<file path="src/rtl/mpmc10_pkg.sv">
// mpmc10_pkg: shared controller constants and timeout-monitor state encoding.
package mpmc10_pkg;
    localparam logic [3:0] IDLE = 4'd0;
    localparam int DWELL_W = 10;
    localparam logic [DWELL_W-1:0] DWELL_MAX = '1;
    typedef enum logic [1:0] {TM_WATCH, TM_ABORT, TM_RECOVER, TM_FATAL} mpmc10_tomon_state_t;
endpackage

</file>
<file path="src/rtl/mpmc10_dwell_cnt.sv">
// mpmc10_dwell_cnt: counts consecutive cycles the controller holds one non-idle state.
module mpmc10_dwell_cnt
    import mpmc10_pkg::*;
(
    input  logic               clk,
    input  logic               rst,
    input  logic [3:0]         state,
    output logic [DWELL_W-1:0] dwell_d,
    output logic               dwell_adv
);
    logic [3:0]         prev_state_q;
    logic [DWELL_W-1:0] dwell_q;
    always_comb begin
        dwell_d   = (state == IDLE || state != prev_state_q) ? '0 :
                    (dwell_q == DWELL_MAX) ? dwell_q : dwell_q + 1'b1;
        // A held saturated count must not re-match the limit
        dwell_adv = dwell_d != dwell_q;
    end
    always_ff @(posedge clk) begin
        if (rst) begin
            prev_state_q <= IDLE;
            dwell_q      <= '0;
        end else begin
            prev_state_q <= state;
            dwell_q      <= dwell_d;
        end
    end
endmodule

</file>
<file path="src/rtl/mpmc10_timeout_mon.sv">
// mpmc10_timeout_mon: flags controller stalls, requests an abort, and escalates
// to a sticky fatal flag if the controller does not recover in time.
module mpmc10_timeout_mon
    import mpmc10_pkg::*;
#(
    parameter int ACK_TMO = 64,
    parameter int EVW     = 8
) (
    input  logic           clk,
    input  logic           rst,
    input  logic [3:0]     state,
    input  logic [9:0]     timeout_lim,
    input  logic           abort_ack,
    output logic           abort_req,
    output logic           timeout,
    output logic [3:0]     stuck_state,
    output logic [EVW-1:0] to_events,
    output logic           fatal
);
    localparam int WW = $clog2(ACK_TMO + 1);
    localparam logic [WW-1:0] WAIT_MAX = WW'(ACK_TMO);

    mpmc10_tomon_state_t fsm_q, fsm_d;
    logic [WW-1:0]       wait_q, wait_d, wait_inc;
    logic [3:0]          stuck_q, stuck_d;
    logic [EVW-1:0]      ev_q, ev_d;
    logic                timeout_q, timeout_d, abort_req_q, abort_req_d, fatal_q, fatal_d;
    logic [DWELL_W-1:0]  dwell_d;
    logic                dwell_adv, hit;

    mpmc10_dwell_cnt u_dwell (
        .clk       (clk),
        .rst       (rst),
        .state     (state),
        .dwell_d   (dwell_d),
        .dwell_adv (dwell_adv)
    );

    always_comb begin
        // Equality on a freshly advanced count: lowering the limit below dwell never fires
        hit       = timeout_lim != '0 && state != IDLE && dwell_adv && dwell_d == timeout_lim;
        wait_inc  = wait_q + 1'b1;
        fsm_d     = fsm_q;
        wait_d    = wait_q;
        stuck_d   = stuck_q;
        ev_d      = ev_q;
        timeout_d = 1'b0;
        unique case (fsm_q)
            TM_WATCH: if (hit) begin
                fsm_d     = TM_ABORT;
                wait_d    = '0;
                timeout_d = 1'b1;
                stuck_d   = state;
                ev_d      = (&ev_q) ? ev_q : ev_q + 1'b1;
            end
            TM_ABORT: begin
                wait_d = abort_ack ? '0 : wait_inc;
                fsm_d  = abort_ack ? TM_RECOVER : (wait_inc == WAIT_MAX) ? TM_FATAL : TM_ABORT;
            end
            TM_RECOVER: begin
                wait_d = (state == IDLE) ? '0 : wait_inc;
                fsm_d  = (state == IDLE) ? TM_WATCH : (wait_inc == WAIT_MAX) ? TM_FATAL : TM_RECOVER;
            end
            default: ;
        endcase
        abort_req_d = fsm_d == TM_ABORT;
        fatal_d     = fsm_d == TM_FATAL;
    end

    always_ff @(posedge clk) begin
        if (rst) begin
            fsm_q       <= TM_WATCH;
            wait_q      <= '0;
            stuck_q     <= '0;
            ev_q        <= '0;
            timeout_q   <= 1'b0;
            abort_req_q <= 1'b0;
            fatal_q     <= 1'b0;
        end else begin
            fsm_q       <= fsm_d;
            wait_q      <= wait_d;
            stuck_q     <= stuck_d;
            ev_q        <= ev_d;
            timeout_q   <= timeout_d;
            abort_req_q <= abort_req_d;
            fatal_q     <= fatal_d;
        end
    end

    assign abort_req   = abort_req_q;
    assign timeout     = timeout_q;
    assign stuck_state = stuck_q;
    assign to_events   = ev_q;
    assign fatal       = fatal_q;
endmodule

</file>
<file path="config.mk">
export PLATFORM = sky130hd
export DESIGN_NAME = mpmc10_timeout_mon
export DESIGN_NICKNAME = d
export VERILOG_FILES = /design/src/rtl/mpmc10_pkg.sv /design/src/rtl/mpmc10_dwell_cnt.sv /design/src/rtl/mpmc10_timeout_mon.sv
export SDC_FILE = /design/constraint.sdc
export NUM_CORES = 1
export LEC_CHECK = 0
export BUFFER_PORTS_ARGS = -buffer_cell sky130_fd_sc_hd__buf_4
export CORE_MARGIN = 3
export CORE_UTILIZATION = 55
export DETAILED_ROUTE_END_ITERATION = 12
export HOLD_SLACK_MARGIN = 0.15
export PLACE_DENSITY = 0.82
export SLEW_MARGIN = 20
export SYNTH_ARGS = -nofsm -noshare
export SYNTH_HDL_FRONTEND = slang
export SYNTH_HIERARCHICAL = 1
export SYNTH_SLANG_ARGS = --single-unit
</file>
<file path="constraint.sdc">
create_clock -name clk -period 3.7 [get_ports clk]
set_input_delay 0.925 -clock clk [delete_from_list [all_inputs] [get_ports clk]]
set_output_delay 0.925 -clock clk [all_outputs]
set_load 0.02 [all_outputs]
</file>
==> results of run 1 <==
[kinds of logic after synthesis]
logic type / after synthesis / share of synthesized area (%)
AOI/OAI and AO/OA: 55 / 15.6
buffers and inverters: 17 / 3.72
muxes: 7 / 3.32
and+or+nand+nor: 125 / 32.6
DFF: 38 / 34.8
adders and majority gates: 7 / 4.00
xor gates and xnor gates: 15 / 6.00
[report_power, final]
group / internal (mW) / switching (mW) / total, mW
logic: 0.0232 / 0.0266 / 0.0498
clock network: 0.188 / 0.137 / 0.325
registers: 0.411 / 0.00125 / 0.413
[cell type report]
type	instances	share of cell area (%)
clock buffers	8	4.30
inverters	6	0.879
multi-input cells	209	52.5
flip-flops and latches	38	29.7
well taps	48	2.34
repair buffers	35	10.3
[how the worst max path moves through the flow]
stage               startpoint  slack, ns      endpoint  cells past startpoint
finish                state[3]       0.47  to_events[5]                     11
detailed placement    state[3]       0.17  to_events[3]                     11
global route          state[3]       0.24  to_events[3]                     11
CTS                   state[3]       0.47  to_events[3]                     11
floorplan             state[3]       0.50  to_events[2]                     11
global placement      state[3]       0.25  to_events[5]                     11
[critical path, delay by kind of cell]
kind                      cells  cell delay, ns
and+or+nand+nor               5            1.56
AOI/OAI and AO/OA             3            0.47
buffers and inverters         2            0.36
xor gates and xnor gates      1            0.12
[Yosys cell counts (2+ instances only)]
library cell and instances:
nand2_1 22, o21a_1 2, nor3_1 9, xnor2_1 4, nor2_1 25, o21ai_0 10, o211ai_1 4, or2_2 3
a31oi_1 5, inv_1 6, and4_4 2, clkbuf_1 4, dfxtp_1 38, mux2i_1 5, nand3_1 16, nor4_1 5
a211o_1 2, and4_1 2, o21ai_1 3, a21oi_1 18, nand4_1 4, or4_1 5, nand2b_1 3, ha_1 7
and2_1 2, and3_1 4, o31ai_1 3, nor2b_1 8, xor2_1 11, mux2_1 2, nor4_4 2, nor4b_1 2
buf_2 4
[stage by stage]
stage / hold WS [ns] / utilization [%] / setup WS (ns) / std cells / power [mW]
6_report: 0.462 / 68.4 / 0.473 / 344 / 0.788
5_1_grt: 0.478 / 68.4 / 0.238 / 344 / 0.818
4_1_cts: 0.462 / 68.4 / 0.472 / 344 / 0.793
3_5_place_dp: 0.449 / 65.5 / 0.170 / 336 / 0.472
3_3_place_gp: 0.449 / 65.5 / 0.252 / 336 / 0.471
2_1_floorplan: 0.467 / - / 0.499 / 264 / 0.448
[sequential cells by signal (all words and copies together), names as in the netlist, named ones only]
signal	count
abort_req	1
fatal	1
fsm_q	1
stuck_state	4
timeout	1
to_events	8
u_dwell/dwell_q	10
u_dwell/prev_state_q	4
wait_q	7
[per-layer routing]
layer	routed length [microns]	up-vias	track usage [%]	share of wire (%)
met5	0	-	0	0
li1	-	1028	-	-
met2	2270	56	32.2	47
met1	2320	911	29.2	48
met4	42	0	6.72	0.86
met3	238	6	4.81	4.9
==> impl_metrics.json, run 1 <==
{
  "status": "finished, final reports clean",
  "crit_required_ns": 3.91,
  "syn_to_final_growth_pct": 17.1,
  "cp_cell_sequence": "buf_4 -> or2_0 -> o21ai_1 -> or2b_1 -> a21oi_1 -> xor2_1 -> nor4_4 -> nand4_1 -> buf_4 -> or4_1 -> a21oi_1",
  "arrival_ns": 3.44,
  "min_to": "stuck_state[3]",
  "r2r_cells": 11,
  "synthCells": 264,
  "drc": 0,
  "cp_slowest_stage_delay_ns": 0.51,
  "setup_viol": 0,
  "first_iter_violations": 157,
  "period_needed_ns": 3.23,
  "vias_per_cell": 5.82,
  "syn_nets": 288,
  "slew_headroom_pct": 63.4,
  "io_pins": 32,
  "root_buffer": "clkbuf_8",
  "grt_max_degree": 30,
  "grt_overflow_total": 0,
  "cts_made_buffers": 5,
  "h-tree-depth": 2,
  "cts_hold_buffers": 0,
  "hpwlAfterDp_microns": 3550,
  "async_flop_share_pct": 0,
  "ys_ff_latch": 38,
  "cts_tree": "done",
  "end_kind": "register",
  "wl_microns": 4870,
  "vias": 2001,
  "ant_nets": 0,
  "crit_path_top_delay_cell": "or4_1",
  "r2r-start": "u_dwell/dwell_q[0]",
  "clock_latency_ns": 0.28,
  "synth_edf_count": 0,
  "io_buffers": 31,
  "syn_area_sq_um": 2190,
  "finalHoldViolCount": 0,
  "grt.total_usage_pct": 21.0,
  "dr.pass1.iters": 4,
  "tns_ns": 0,
  "fin_area_sq_um": 2560,
  "synth_top_area_share_pct": 34.8,
  "r2r_slack_ns": 0.57,
  "cts_sinks": 38,
  "fmax_mhz": 310,
  "crit_fanout": 20,
  "cap_viol_max_count": 0,
  "diodes": 0,
  "grt_pass1_vias": 1865,
  "yosys-top-cells-area": "dfxtp_1 (35%), xor2_1 (4.4%), nor2_1 (4.3%)",
  "n_fill_cell": 362,
  "core_sq_um": 3740,
  "drive_gt1_share_pct": 18.6,
  "antenna_found_initial": 0,
  "clkTransAtPathRegs_ns": 0.07,
  "synth.avg_cell_area_sq_um": 8.29,
  "final_common_cell": "dfxtp_1",
  "worst_pin_slew_ns": 0.543,
  "fin_skew_ns": 0.00609,
  "powerDensity_nw_per_um2": 307,
  "fin_crit_sh_pct": 87.2,
  "post_cts_buffers": 0,
  "start_kind": "input port",
  "num-nets-final": 319,
  "gp_congestion": 0.852,
  "synth_ff_type": "dfxtp_1",
  "hold_start": "stuck_state[3]",
  "seq_area_sq_um": 761,
  "power.leakage_nw": 0.992,
  "hp-class": "reg -> reg",
  "core.rowCount": 22,
  "placed_area_sq_um": 2450,
  "multi_input_area_sq_um": 1350,
  "cts_buffer_depth": 2,
  "layout_common_cells": "dfxtp_1 (38), buf_4 (35), nor2_1 (25)",
  "yosys.area.top_type": "dfxtp_1",
  "ir_drop_mv": 0.222,
  "grt_pass1_wl_microns": 8490,
  "fp.dieH_microns": 69.1,
  "hold_depth": 2,
  "routedWlPerCell_microns": 14.2,
  "synth_cell_types": 55,
  "initial_utilization_pct": 58.5,
  "r2r-end": "to_events[5]",
  "path_class": "in -> reg",
  "dieArea_sq_um": 4770,
  "die_width_microns": 69.1,
  "slew_violations": 0,
  "yosysWarnings": 6,
  "rsz0062_at_grt": "false",
  "synth_seq_area_share_pct": 34.8,
  "post_cts_resized": 0
}
No activity file was read; power rests on OpenSTA's default activity.
==> run 2: changes to the inputs <==
- CORE_UTILIZATION: 55 -> 27
- PLACE_DENSITY: 0.82 -> 0.49
==> run 2 against run 1 <==
  * Routed wire length increased by 6.8%
  * Cell count increased by 15%
  * Final area increased by 2.1%
  * Worst hold slack improved by 0.0074 ns
  * Core utilization decreased by 35 points
  * First-iteration DRC count decreased by 59%
  * Sequential power about the same
  * Flip-flop and latch count unchanged
  * Combinational power increased by 0.8%
  * Non-clock buffer count decreased by 1
  * Power decreased by 3.8%
  * Critical path type unchanged
  * Critical endpoint unchanged
  * Highest routed layer unchanged
==> impl_metrics.json, run 2 (synthesized netlist as in run 1, its figures left out) <==
{
  "diodes": 0,
  "start_kind": "input port",
  "slew_headroom_pct": 65.6,
  "grt_pass1_vias": 1845,
  "ir_drop_mv": 0.127,
  "dr.pass1.iters": 4,
  "cts_made_buffers": 5,
  "setup_slack_ns": 0.432,
  "cts_sinks": 38,
  "layout_common_cells": "dfxtp_1 (38), buf_4 (33), nor2_1 (25)",
  "cts_buffer_depth": 2,
  "slew_violations": 0,
  "rsz0062_at_grt": "false",
  "critPathBufInv": 2,
  "arrival_ns": 3.49,
  "crit_family": "simple AND/OR/NAND/NOR gates",
  "path_common_cell": "a21oi_1",
  "fp.dieH_microns": 96.0,
  "grt_pass1_wl_microns": 8870,
  "cp_cell_sequence": "buf_4 -> or2_0 -> o21ai_1 -> or2b_1 -> a21oi_1 -> xor2_1 -> nor4_4 -> nand4_1 -> buf_12 -> or4_1 -> a21oi_1",
  "status": "finished, final reports clean",
  "regMostFlops": "u_dwell/dwell_q",
  "final_common_cell": "dfxtp_1",
  "vias_per_cell": 4.97,
  "cts_tree": "done",
  "ant_nets": 0,
  "gp_congestion": 0.762,
  "first_iter_violations": 64,
  "hp-class": "reg -> reg",
  "cts_hold_buffers": 0,
  "cp_slowest_stage_delay_ns": 0.50,
  "grt_overflow_total": 0,
  "core.rowCount": 32,
  "end_kind": "register",
  "grt.total_usage_pct": 12.1,
  "worst_pin_slew_ns": 0.511,
  "io_pins": 32,
  "num-nets-final": 318,
  "crit_path_top_delay_cell": "or4_1",
  "period_needed_ns": 3.27,
  "crit_required_ns": 3.93,
  "initial_utilization_pct": 28.0,
  "drive_gt1_share_pct": 18.0,
  "cap_viol_max_count": 0,
  "io_buffers": 31,
  "fin_crit_sh_pct": 88.3,
  "core_sq_um": 7810,
  "powerDensity_nw_per_um2": 290,
  "post_cts_buffers": 0,
  "dieArea_sq_um": 9220,
  "clkTransAtPathRegs_ns": 0.08,
  "h-tree-depth": 2,
  "routedWlPerCell_microns": 13.1,
  "fin_skew_ns": 0.0101,
  "fmax_mhz": 306,
  "hpwlAfterDp_microns": 3860,
  "wl_microns": 5200,
  "die_width_microns": 96.0,
  "n_fill_cell": 839,
  "antenna_found_initial": 0,
  "syn_to_final_growth_pct": 19.6,
  "post_cts_resized": 0,
  "tns_ns": 0,
  "largest_reg_flops": 10,
  "setup_viol": 0,
  "design_power_total_mw": 0.758,
  "grt_max_degree": 30,
  "power.leakage_nw": 0.984,
  "clock_latency_ns": 0.29,
  "path_class": "in -> reg",
  "vias": 1974,
  "drc": 0,
  "post-place-ws_ns": 0.154,
  "finalHoldViolCount": 0,
  "root_buffer": "clkbuf_8",
  "crit_fanout": 22
}
run 2: cell types whose count changed in the layout (fill, tap and decap cells not counted), sizes merged:
cell    previous run  this run
buf               35        34
clkbuf             8         7
clkinv             0         1
run 2: final timing paths:
kind	startpoint	end	slack, ns	depth (start not counted)
worst max register to register	u_dwell/dwell_q[0]	to_events[5]	0.58	11
worst min-delay path	stuck_state[0]	stuck_state[0]	0.47	2
worst min register to register	stuck_state[0]	stuck_state[0]	0.47	2
worst max-delay path	state[3]	to_events[5]	0.43	11
run 2: final cells by class:
cell class | count | area, sq um | area share [%]
clock inverter | 1 | 5.00 | 0.191
multi-input combinational | 209 | 1350 | 51.5
clock buffer | 7 | 86.3 | 3.30
inverter | 6 | 22.5 | 0.861
tap | 102 | 128 | 4.88
timing repair buffer | 34 | 268 | 10.2
sequential | 38 | 761 | 29.1
run 2: metrics by stage:
stage	instances	hold WS (ns)	area [sq um]	utilization, %
2_1_floorplan	264	0.467	2190	-
3_3_place_gp	389	0.464	2520	32.3
3_5_place_dp	389	0.463	2520	32.3
4_1_cts	397	0.472	2620	33.5
5_1_grt	397	0.509	2620	33.5
6_report	397	0.469	2620	33.5
run 2: metal layers:
metal | part of all wire (%) | GRT usage (%) | vias up | wire length, microns
li1 | - | - | 1019 | -
met1 | 50 | 16.5 | 927 | 2600
met2 | 46 | 19.3 | 26 | 2390
met3 | 3.5 | 2.66 | 2 | 182
met4 | 0.48 | 3.20 | 0 | 25
met5 | 0 | 0 | - | 0
run 2: worst reg2reg max path, delay by kind of cell, from the launching register on:
family,cells,cell delay [ns]
AND/OR/NAND/NOR,6,1.69
AO/OA/AOI/OAI,1,0.14
multiplexers,1,0.29
flip-flops,1,0.38
XOR/XNOR,1,0.17
buffers and inverters,1,0.20
adder cells (fa/ha/maj),1,0.19
run 2: report_power, final:
part | internal, mW | switching (mW)
clock network | 0.150 | 0.145
registers | 0.411 | 0.00116
logic | 0.0232 | 0.0270
==> run 3: changes to the inputs <==
- MAX_ROUTING_LAYER: default -> met4
==> run 3 against run 2 <==
  * Fmax is 0.23% lower
  * Global-route usage increased by 0.34 points
  * Clock skew is 0.00057 ns lower
  * Combinational power about the same
  * Highest routed layer unchanged
==> impl_metrics.json, run 3 (synthesized netlist as in run 1, its figures left out) <==
{
  "start_kind": "input port",
  "crit_path_top_delay_cell": "or4_1",
  "root_buffer": "clkbuf_8",
  "vias_per_cell": 4.96,
  "largest_reg_flops": 10,
  "finalHoldViolCount": 0,
  "io_buffers": 31,
  "num-nets-final": 318,
  "final_common_cell": "dfxtp_1",
  "fin_crit_sh_pct": 88.5,
  "syn_to_final_growth_pct": 19.6,
  "routedWlPerCell_microns": 13.1,
  "dieArea_sq_um": 9220,
  "hold_start": "stuck_state[0]",
  "r2r_cells": 11,
  "slew_violations": 0,
  "diodes": 0,
  "dr.pass1.iters": 4,
  "h-tree-depth": 2,
  "n_fill_cell": 839,
  "slew_headroom_pct": 65.3,
  "die_width_microns": 96.0,
  "highest-signal-layer": "met4",
  "wl_met2_microns": 2410,
  "wl_met1_microns": 2590,
  "drc": 0,
  "grt_overflow_total": 0,
  "layout_common_cells": "dfxtp_1 (38), buf_4 (33), nor2_1 (25)",
  "ir_drop_mv": 0.126,
  "hpwlAfterDp_microns": 3860,
  "worstSetupStartpoint": "state[3]",
  "fmax_mhz": 305,
  "r2r-start": "u_dwell/dwell_q[0]",
  "cp_cell_sequence": "buf_4 -> or2_0 -> o21ai_1 -> or2b_1 -> a21oi_1 -> xor2_1 -> nor4_4 -> nand4_1 -> buf_12 -> or4_1 -> a21oi_1",
  "wl_microns": 5200,
  "crit_fanout": 22,
  "cap_viol_max_count": 0,
  "arrival_ns": 3.50,
  "cp_slowest_stage_delay_ns": 0.50,
  "fin_skew_ns": 0.00950,
  "io_pins": 32,
  "rsz0062_at_grt": "false",
  "vias": 1968,
  "cts_hold_buffers": 0,
  "grt_max_degree": 30,
  "status": "finished, final reports clean",
  "end_kind": "register",
  "initial_utilization_pct": 28.0,
  "grt_pass1_vias": 1843,
  "drive_gt1_share_pct": 18.0,
  "cts_made_buffers": 5,
  "hold_depth": 2,
  "ant_nets": 0,
  "cts_tree": "done",
  "first_iter_violations": 51,
  "path_common_cell": "a21oi_1",
  "hp-class": "reg -> reg",
  "worst_pin_slew_ns": 0.516,
  "antenna_found_initial": 0,
  "power.leakage_nw": 0.984,
  "r2r_slack_ns": 0.58,
  "cts_buffer_depth": 2,
  "crit_required_ns": 3.92,
  "core.rowCount": 32,
  "r2r-end": "to_events[5]",
  "regMostFlops": "u_dwell/dwell_q",
  "endpoint": "to_events[5]",
  "clkTransAtPathRegs_ns": 0.08,
  "post_cts_buffers": 0,
  "period_needed_ns": 3.28,
  "tns_ns": 0,
  "core_sq_um": 7810,
  "path_class": "in -> reg",
  "fp.dieH_microns": 96.0,
  "powerDensity_nw_per_um2": 289,
  "cts_sinks": 38,
  "gp_congestion": 0.772,
  "post_cts_resized": 0,
  "holdWs_ns": 0.470,
  "grt_pass1_wl_microns": 8870,
  "route.met3.wl_microns": 174,
  "grt.total_usage_pct": 12.5,
  "clock_latency_ns": 0.29,
  "setup_viol": 0
}
## run 3: cell counts in the layout (fill, tap and decap cells not counted)
Identical to the previous run, type by type.
## run 3: where the power goes
part           internal [mW]  leakage [nW]  switching [mW]
sequential             0.411         0.307         0.00115
clock                  0.150        0.0482           0.144
combinational         0.0232         0.629          0.0271
## run 3: routing by layer
metal  GRT usage [%]  vias up
met2            19.3       26
met1            16.5      922
li1                -     1018
met4            3.20        0
met5               -        -
met3            2.58        2
## run 3: how the worst min path moves through the flow
stage / endpoint
after floorplan: wait_q[2]
after global placement: stuck_state[0]
after detailed placement: stuck_state[0]
after CTS: stuck_state[0]
after global routing: stuck_state[1]
final: stuck_state[0]
## run 3: cell type report
class                   count  area (sq um)  share of cell area (%)
multi-input cells         209          1350                    51.5
flip-flops and latches     38           761                    29.1
repair buffers             34           268                    10.2
well taps                 102           128                    4.88
clock buffers               7          86.3                    3.30
inverters                   6          22.5                   0.861
clock inverters             1          5.00                   0.191
## run 3: per-stage QoR
stage | power [mW] | setup slack, ns | area, sq um | instances | util [%]
floorplan | 0.448 | 0.499 | 2190 | 264 | -
global placement | 0.473 | 0.210 | 2520 | 389 | 32.3
detailed placement | 0.473 | 0.154 | 2520 | 389 | 32.3
CTS | 0.771 | 0.459 | 2620 | 397 | 33.5
global route | 0.791 | 0.224 | 2620 | 397 | 33.5
finish | 0.757 | 0.425 | 2620 | 397 | 33.5
## run 3: critical path, delay by kind of cell
family	cells	cell delay, ns
xor+xnor	1	0.13
compound gates	3	0.51
simple gates	5	1.60
buf+inv	2	0.33
